<file path="src/rtl/matrix_result_serializer.sv">
// ============================================================================
// matrix_result_serializer
//
// Captures the matrix-inverse engine's WORDS parallel result words in a single
// cycle on a load strobe, then streams them out one word per transfer over a
// valid/ready link. Holding the frame here lets the engine start its next
// inversion while the previous results drain to the host.
//
// Optional feature macro: SERIALIZER_CHECKSUM_EN
//   defined   -> frame is WORDS+1 transfers; the extra final word is the XOR of
//                all captured words, sent with out_index = WORDS and out_last.
//   undefined -> frame is exactly WORDS transfers; out_last on word WORDS-1.
//
// Ports:
//   clk        in   rising-edge clock (shared with the inverse engine)
//   rst_n      in   asynchronous active-low reset
//   load       in   one-cycle capture strobe; only honoured while idle
//   din        in   WORDS*WIDTH flattened results, word k = din[k*WIDTH +: WIDTH]
//   busy       out  high while a frame is held or being sent
//   out_data   out  current word
//   out_valid  out  out_data is valid
//   out_ready  in   sink accepts out_data
//   out_last   out  high with the final word of the frame
//   out_index  out  index of the current word (WORDS for the checksum word)
// ============================================================================
module matrix_result_serializer #(
    parameter int WORDS = 50,
    parameter int WIDTH = 32,
    parameter int IDXW  = 6
) (
    input  logic                   clk,
    input  logic                   rst_n,
    input  logic                   load,
    input  logic [WORDS*WIDTH-1:0] din,
    output logic                   busy,
    output logic [WIDTH-1:0]       out_data,
    output logic                   out_valid,
    input  logic                   out_ready,
    output logic                   out_last,
    output logic [IDXW-1:0]        out_index
);

    localparam logic [0:0] ST_IDLE = 1'b0;
    localparam logic [0:0] ST_SEND = 1'b1;

`ifdef SERIALIZER_CHECKSUM_EN
    // The checksum word rides one slot past the last data word.
    localparam logic [IDXW-1:0] LAST_IDX = IDXW'(WORDS);
`else
    localparam logic [IDXW-1:0] LAST_IDX = IDXW'(WORDS - 1);
`endif

    logic [0:0]       state;
    logic [IDXW-1:0]  idx;
    logic [WIDTH-1:0] frame_buf [WORDS];
    logic [WIDTH-1:0] word_sel;
    logic             sending;
    logic             capture;
    logic             xfer;
    logic             at_last;

    assign sending = (state == ST_SEND);
    assign capture = (state == ST_IDLE) && load;
    assign xfer    = sending && out_ready;
    assign at_last = (idx == LAST_IDX);

    // Frame control: IDLE waits for a load, SEND walks idx through the frame
    // one accepted transfer at a time and drops back to IDLE after the last.
    // A load seen while sending is simply not looked at.
    always_ff @(posedge clk or negedge rst_n) begin
        if (!rst_n) begin
            state <= ST_IDLE;
            idx   <= '0;
        end else begin
            case (state)
                ST_IDLE: begin
                    if (load) begin
                        state <= ST_SEND;
                        idx   <= '0;
                    end
                end
                ST_SEND: begin
                    if (xfer) begin
                        if (at_last) begin
                            state <= ST_IDLE;
                        end else begin
                            idx <= idx + IDXW'(1);
                        end
                    end
                end
                default: state <= ST_IDLE;
            endcase
        end
    end

    // Frame buffer is plain data storage; it is never cleared because the FSM
    // only exposes it while a freshly captured frame is being sent.
    always_ff @(posedge clk) begin
        if (capture) begin
            for (int k = 0; k < WORDS; k++) begin
                frame_buf[k] <= din[k*WIDTH +: WIDTH];
            end
        end
    end

`ifdef SERIALIZER_CHECKSUM_EN
    logic [WIDTH-1:0] din_xor;
    logic [WIDTH-1:0] checksum;

    // XOR of the incoming words, folded at capture time so the checksum word
    // costs no extra cycles at the end of the frame.
    always_comb begin
        din_xor = '0;
        for (int k = 0; k < WORDS; k++) begin
            din_xor = din_xor ^ din[k*WIDTH +: WIDTH];
        end
    end

    // Checksum register, loaded alongside the frame buffer.
    always_ff @(posedge clk) begin
        if (capture) begin
            checksum <= din_xor;
        end
    end

    assign word_sel = (idx == IDXW'(WORDS)) ? checksum : frame_buf[idx];
`else
    assign word_sel = frame_buf[idx];
`endif

    // Outputs are decoded purely from state/idx/buffer registers, so neither
    // out_ready nor load can reach an output combinationally. Idle outputs are
    // forced to zero so the link shows clean values between frames.
    assign busy      = sending;
    assign out_valid = sending;
    assign out_last  = sending && at_last;
    assign out_index = sending ? idx : '0;
    assign out_data  = sending ? word_sel : '0;

endmodule
</file>
<file path="config.mk">
export PLATFORM = sky130hd
export DESIGN_NAME = matrix_result_serializer
export DESIGN_NICKNAME = d
export VERILOG_FILES = /design/src/rtl/matrix_result_serializer.sv
export SDC_FILE = /design/constraint.sdc
export NUM_CORES = 1
export LEC_CHECK = 0
export BUFFER_PORTS_ARGS = -buffer_cell sky130_fd_sc_hd__buf_2
export CAP_MARGIN = 5
export CORE_AREA = 2 2 650 652
export DETAILED_ROUTE_END_ITERATION = 8
export DIE_AREA = 0 0 652 654
export HOLD_SLACK_MARGIN = 0.12
export SYNTH_ARGS = -nofsm -noshare
export SYNTH_HDL_FRONTEND = slang
export SYNTH_SLANG_ARGS = --single-unit
</file>
<file path="constraint.sdc">
create_clock -name clk -period 86.7 [get_ports clk]
set_input_delay 8.67 -clock clk [delete_from_list [all_inputs] [get_ports clk]]
set_output_delay 8.67 -clock clk [all_outputs]
set_load 0.02 [all_outputs]
</file>
# Yosys cells after proc, flatten, opt, wreduce, memory -nomap -nowiden
# Memory sizes are Yosys's and may differ from the RTL's.
# Cells that the tools add are included.
[totals]
register_bits = 7
mem_bits_rw = 1600
out_inout_bits = 41
n_memories = 1
[memory_table]
columns = ["memory", "depth", "word_bits", "rd", "rd_ports_with_merged_regs", "write_ports", "line_no", "rtl"]
rows = [
  ["frame_buf", 50, 32, 1, 0, 50, "55", "logic [WIDTH-1:0] frame_buf [WORDS];"],
]
[classes]
n_addsub = 1
eq_ne = 4
n_mux = 12
n_bitwise = 1
n_reduce_logical = 4
[op_table]
columns = ["cell", "count"]
rows = [
  ["two-way mux 32 bit", 1],
  ["two-way mux 6 bit", 4],
  ["one-hot mux 6 bit (2 select lines)", 1],
  ["adder 6 x 1 -> 6 bit, second input constant", 1],
  ["== test 6 bit, second input constant", 1],
  ["two-way mux 1 bit", 5],
  ["inequality test 2 bit, second input constant", 2],
  ["logical AND 1 bit", 3],
  ["AND reduction 3 bit", 1],
  ["inequality test 2 x 1 -> 1 bit, second input constant", 1],
  ["one-hot mux 1 bit (2 select lines)", 1],
  ["NOT 1 bit", 1],
]

# Longest topological paths before layout
[depth]
depth_word = 4
depth_mapped = 10
depth_no_buf = 6

# Worst setup path after synthesis
# OpenSTA, ideal clock, no wires.
[synth_timing]
kind = "input-to-reg"
start = "input port load"
end = "memory frame_buf[0][0], enable pin"
setup_ns = 3.784
arrival_time_ns = 77.217
path_slack_ns = 5.699
stages = 1
n_path_buf = 0
path_cell_list = "nor2b_1"
[synth_lines]
columns = ["element", "line_no", "rtl"]
rows = [
  ["from (decl)", "33", "input logic load,"],
  ["to (decl)", "55", ""],
]

# Worst setup path after layout
[layout_timing]
start = "register idx[0]"
end = "output port out_data[28]"
[layout_via]
elab_chain_cells = 2
[layout_rtl]
columns = ["element", "line_no", "rtl"]
rows = [
  ["from (decl)", "54", "logic [IDXW-1:0] idx;"],
  ["from (signal assigned)", "87", "idx <= idx + IDXW'(1);"],
  ["memory (50 x 32 bit)", "n/a", ""],
  ["two-way mux 32 bit", "138", "assign out_data = sending ? word_sel : '0;"],
  ["to (decl)", "36", "output logic [WIDTH-1:0] out_data,"],
]
# Every way passes these cells.

==> flow_summary.ini <==
[placement]
gp_routability_congestion = 0.934
place_ws_ps = 72170
hpwl_um = 259000
port_buffers = 1644

[power_and_ir_drop]
power_density_nw_per_um2 = 30.7
p_leak_uw = 0.0283
irDropWorstVdd_mv = 0.0205

[clocking]
cts_buffers = 188
post-cts-setup-buffers = 0
clock_path_buffers = 4
ctsHtreeMaxLevel = 4
hold_buffers = 0
root_buffer = clkbuf_16
clk-insertion-delay-late_ps = 880
tritoncts = done
clkTransAtPathRegs_ps = 60
cts-resized-gates = 0
clock-sinks = 1607

[detailed_routing]
finalWirelength_um = 320000
firstDrtPassIters = 6
drcViolationCount = 0
ant_nets = 0
dr.first_iter.drc_count = 4248
vias = 38000
wl_per_cell_um = 31.3
viasPerCell = 3.71

[logic_synthesis]
synth-edff-count = 1600
synth.net_count = 4286
synth_warnings = 0
synth_ff_type = edfxtp_1
synthDistinctLibCells = 45
avgSynthCellArea_um2 = 22.8
ys_seq_area_share_pct = 78.9
synthArstFlopShare_pct = 0.436
synth_area_um2 = 61100
synth_seq_cells = 1607
syn_inst = 2680

[floorplan]
rows = 238
start_util_pct = 14.6
ioPinCount = 1645
die_area_um2 = 426000
die_w_um = 652
core_area_um2 = 419000
die_y_um = 654

[timing]
setup_viol = 0
finalWorstSetupSlack_ps = 71630
fmax_mhz = 66.4
worstMarginPinSlew_ps = 1190
grt_setup_unrepaired = false
finalMaxSlewViolations = 0
timing.final.crit_share_pct = 17.4
fin_tns_setup_ps = 0
hold_viol = 0
skew_ps = 80.4
slew_headroom_pct = 20.4
period_needed_ps = 15070

[grt]
grt_usage_pct = 14.3
top_usage_layer = met2
grt_pass1_vias = 38500
use_met3_pct = 5.31
met2_usage_pct = 25.3
grt_pass1_wl_um = 397000
grt_util_met1_pct = 15.9
overflow = 0
grt_max_degree = 161
antenna_found_initial = 233

[critical_path]
crit_path_frequent_cell = buf_4
crit_slowest_cell = buf_4
startpoint_type = register
required_ps = 78030
critPathArrivalTime_ps = 6400
path_cells = buf_12 -> buf_4 -> buf_4 -> buf_4 -> mux4_2 -> a22oi_1 -> a31oi_1 -> a31o_2 -> buf_2
slowest_delay_ps = 730
crit_path_max_fanout = 86
cp-end-kind = output pin
path_class = reg2out

[final_layout]
num-fill-cells = 44600
postLayoutCoreUtil_pct = 19.7
final_common_cell = buf_2
layout_common_cells = 1644 x buf_2, 1600 x edfxtp_1, 319 x mux4_2
fin_nets = 6059
drive_above_1_share_pct = 53.3
area_growth_pct = 35.4

[run_status]
status = complete, no violations

[min_path]
hold_path.class = reg2reg

[flow_run]
maxCapViolCount = 0
[report_power, final]
part           leakage [uW]  total, uW  switching, uW  internal (uW)
combinational        0.0109        861            571            290
clock               0.00289        792            340            452
sequential           0.0145        884           14.0            870
[cells by family (layout without fill, tap and decap cells)]
logic type | Yosys count | after routing | synth area share, %
compound gates | 320 | 320 | 4.10
fa+ha+maj | 2 | 2 | 0.0409
other cells | 0 | 126 | 0
flops | 1607 | 1607 | 78.9
simple gates | 80 | 80 | 0.669
buf+inv | 164 | 2073 | 1.33
xor+xnor | 3 | 3 | 0.0430
mux | 504 | 504 | 14.9
[worst max-delay path: cells and delay by family, from the launching register on]
family | cells | cell delay, ps
buffers and inverters | 5 | 2710
AO/OA/AOI/OAI | 3 | 1300
flip-flops | 1 | 590
multiplexers | 1 | 590
[registers in the layout, summed over array words and instances (netlist names)]
name / cells
idx: 6
busy: 1
frame_buf: 1600
[cell usage after synthesis (4+ instances only)]
cell type  number  area share (%)
nor2_1          5           0.031
nand2b_1        4           0.041
nand2_1        28            0.17
o21ai_1         6           0.049
a21oi_1        18            0.15
a31o_2         15            0.21
a211o_1        39            0.56
a31oi_1        19            0.19
a32o_1         13            0.21
o221ai_1       39            0.56
buf_1          16           0.098
clkbuf_1       75            0.46
edfxtp_1     1600              79
nor2b_1         5           0.051
buf_2          43            0.35
and2_1          6           0.061
nand3_1        17            0.14
mux4_2        319              12
buf_4          13            0.16
a22o_1         42            0.60
o21ai_0        27            0.22
mux2_2         69             1.3
mux2i_1       116             1.9
buf_6          13            0.24
a22oi_1        52            0.64
dfrtp_1         7            0.29
a221oi_1       41            0.59
o211ai_1        5           0.061
[metal layers]
layer,up-vias,wire length (um)
li1,15300,-
met3,565,33700
met5,-,636
met2,2467,163000
met4,96,9580
met1,19600,114000
[through the flow]
| stage | hold slack, ps | instance area (um^2) | total power, uW | std cells |
|---|---|---|---|---|
| floorplan | 552 | 61100 | 1350 | 2680 |
| global placement | 684 | 76400 | 1820 | 9781 |
| detailed placement | 690 | 76400 | 1820 | 9783 |
| CTS | 705 | 82400 | 2620 | 10100 |
| global route | 739 | 82600 | 2640 | 10200 |
| finish | 716 | 82800 | 2540 | 10200 |
[layout make-up]
cell class	instances	area, um^2	area share, %
clock buffer	217	4880	5.89
multi-input combinational	909	12200	14.8
inverter	4	17.5	0.0212
tap	5520	6910	8.35
antenna	126	315	0.381
timing repair buffer	1743	9060	11.0
clock inverter	109	1130	1.37
sequential	1607	48200	58.3
[final timing paths]
check | cells after the start | start | slack, ps | endpoint
max in group asynchronous | 1 | rst_n | 78500 | idx[1]
worst max-delay path | 9 | idx[0] | 71630 | out_data[28]
worst max register to register | 7 | busy | 80740 | frame_buf[34][4]
min in group asynchronous | 1 | rst_n | 7730 | busy
worst min register to register | 3 | idx[2] | 720 | idx[4]
worst min-delay path | 3 | idx[2] | 720 | idx[4]
No activity file was read; power rests on OpenSTA's default activity.
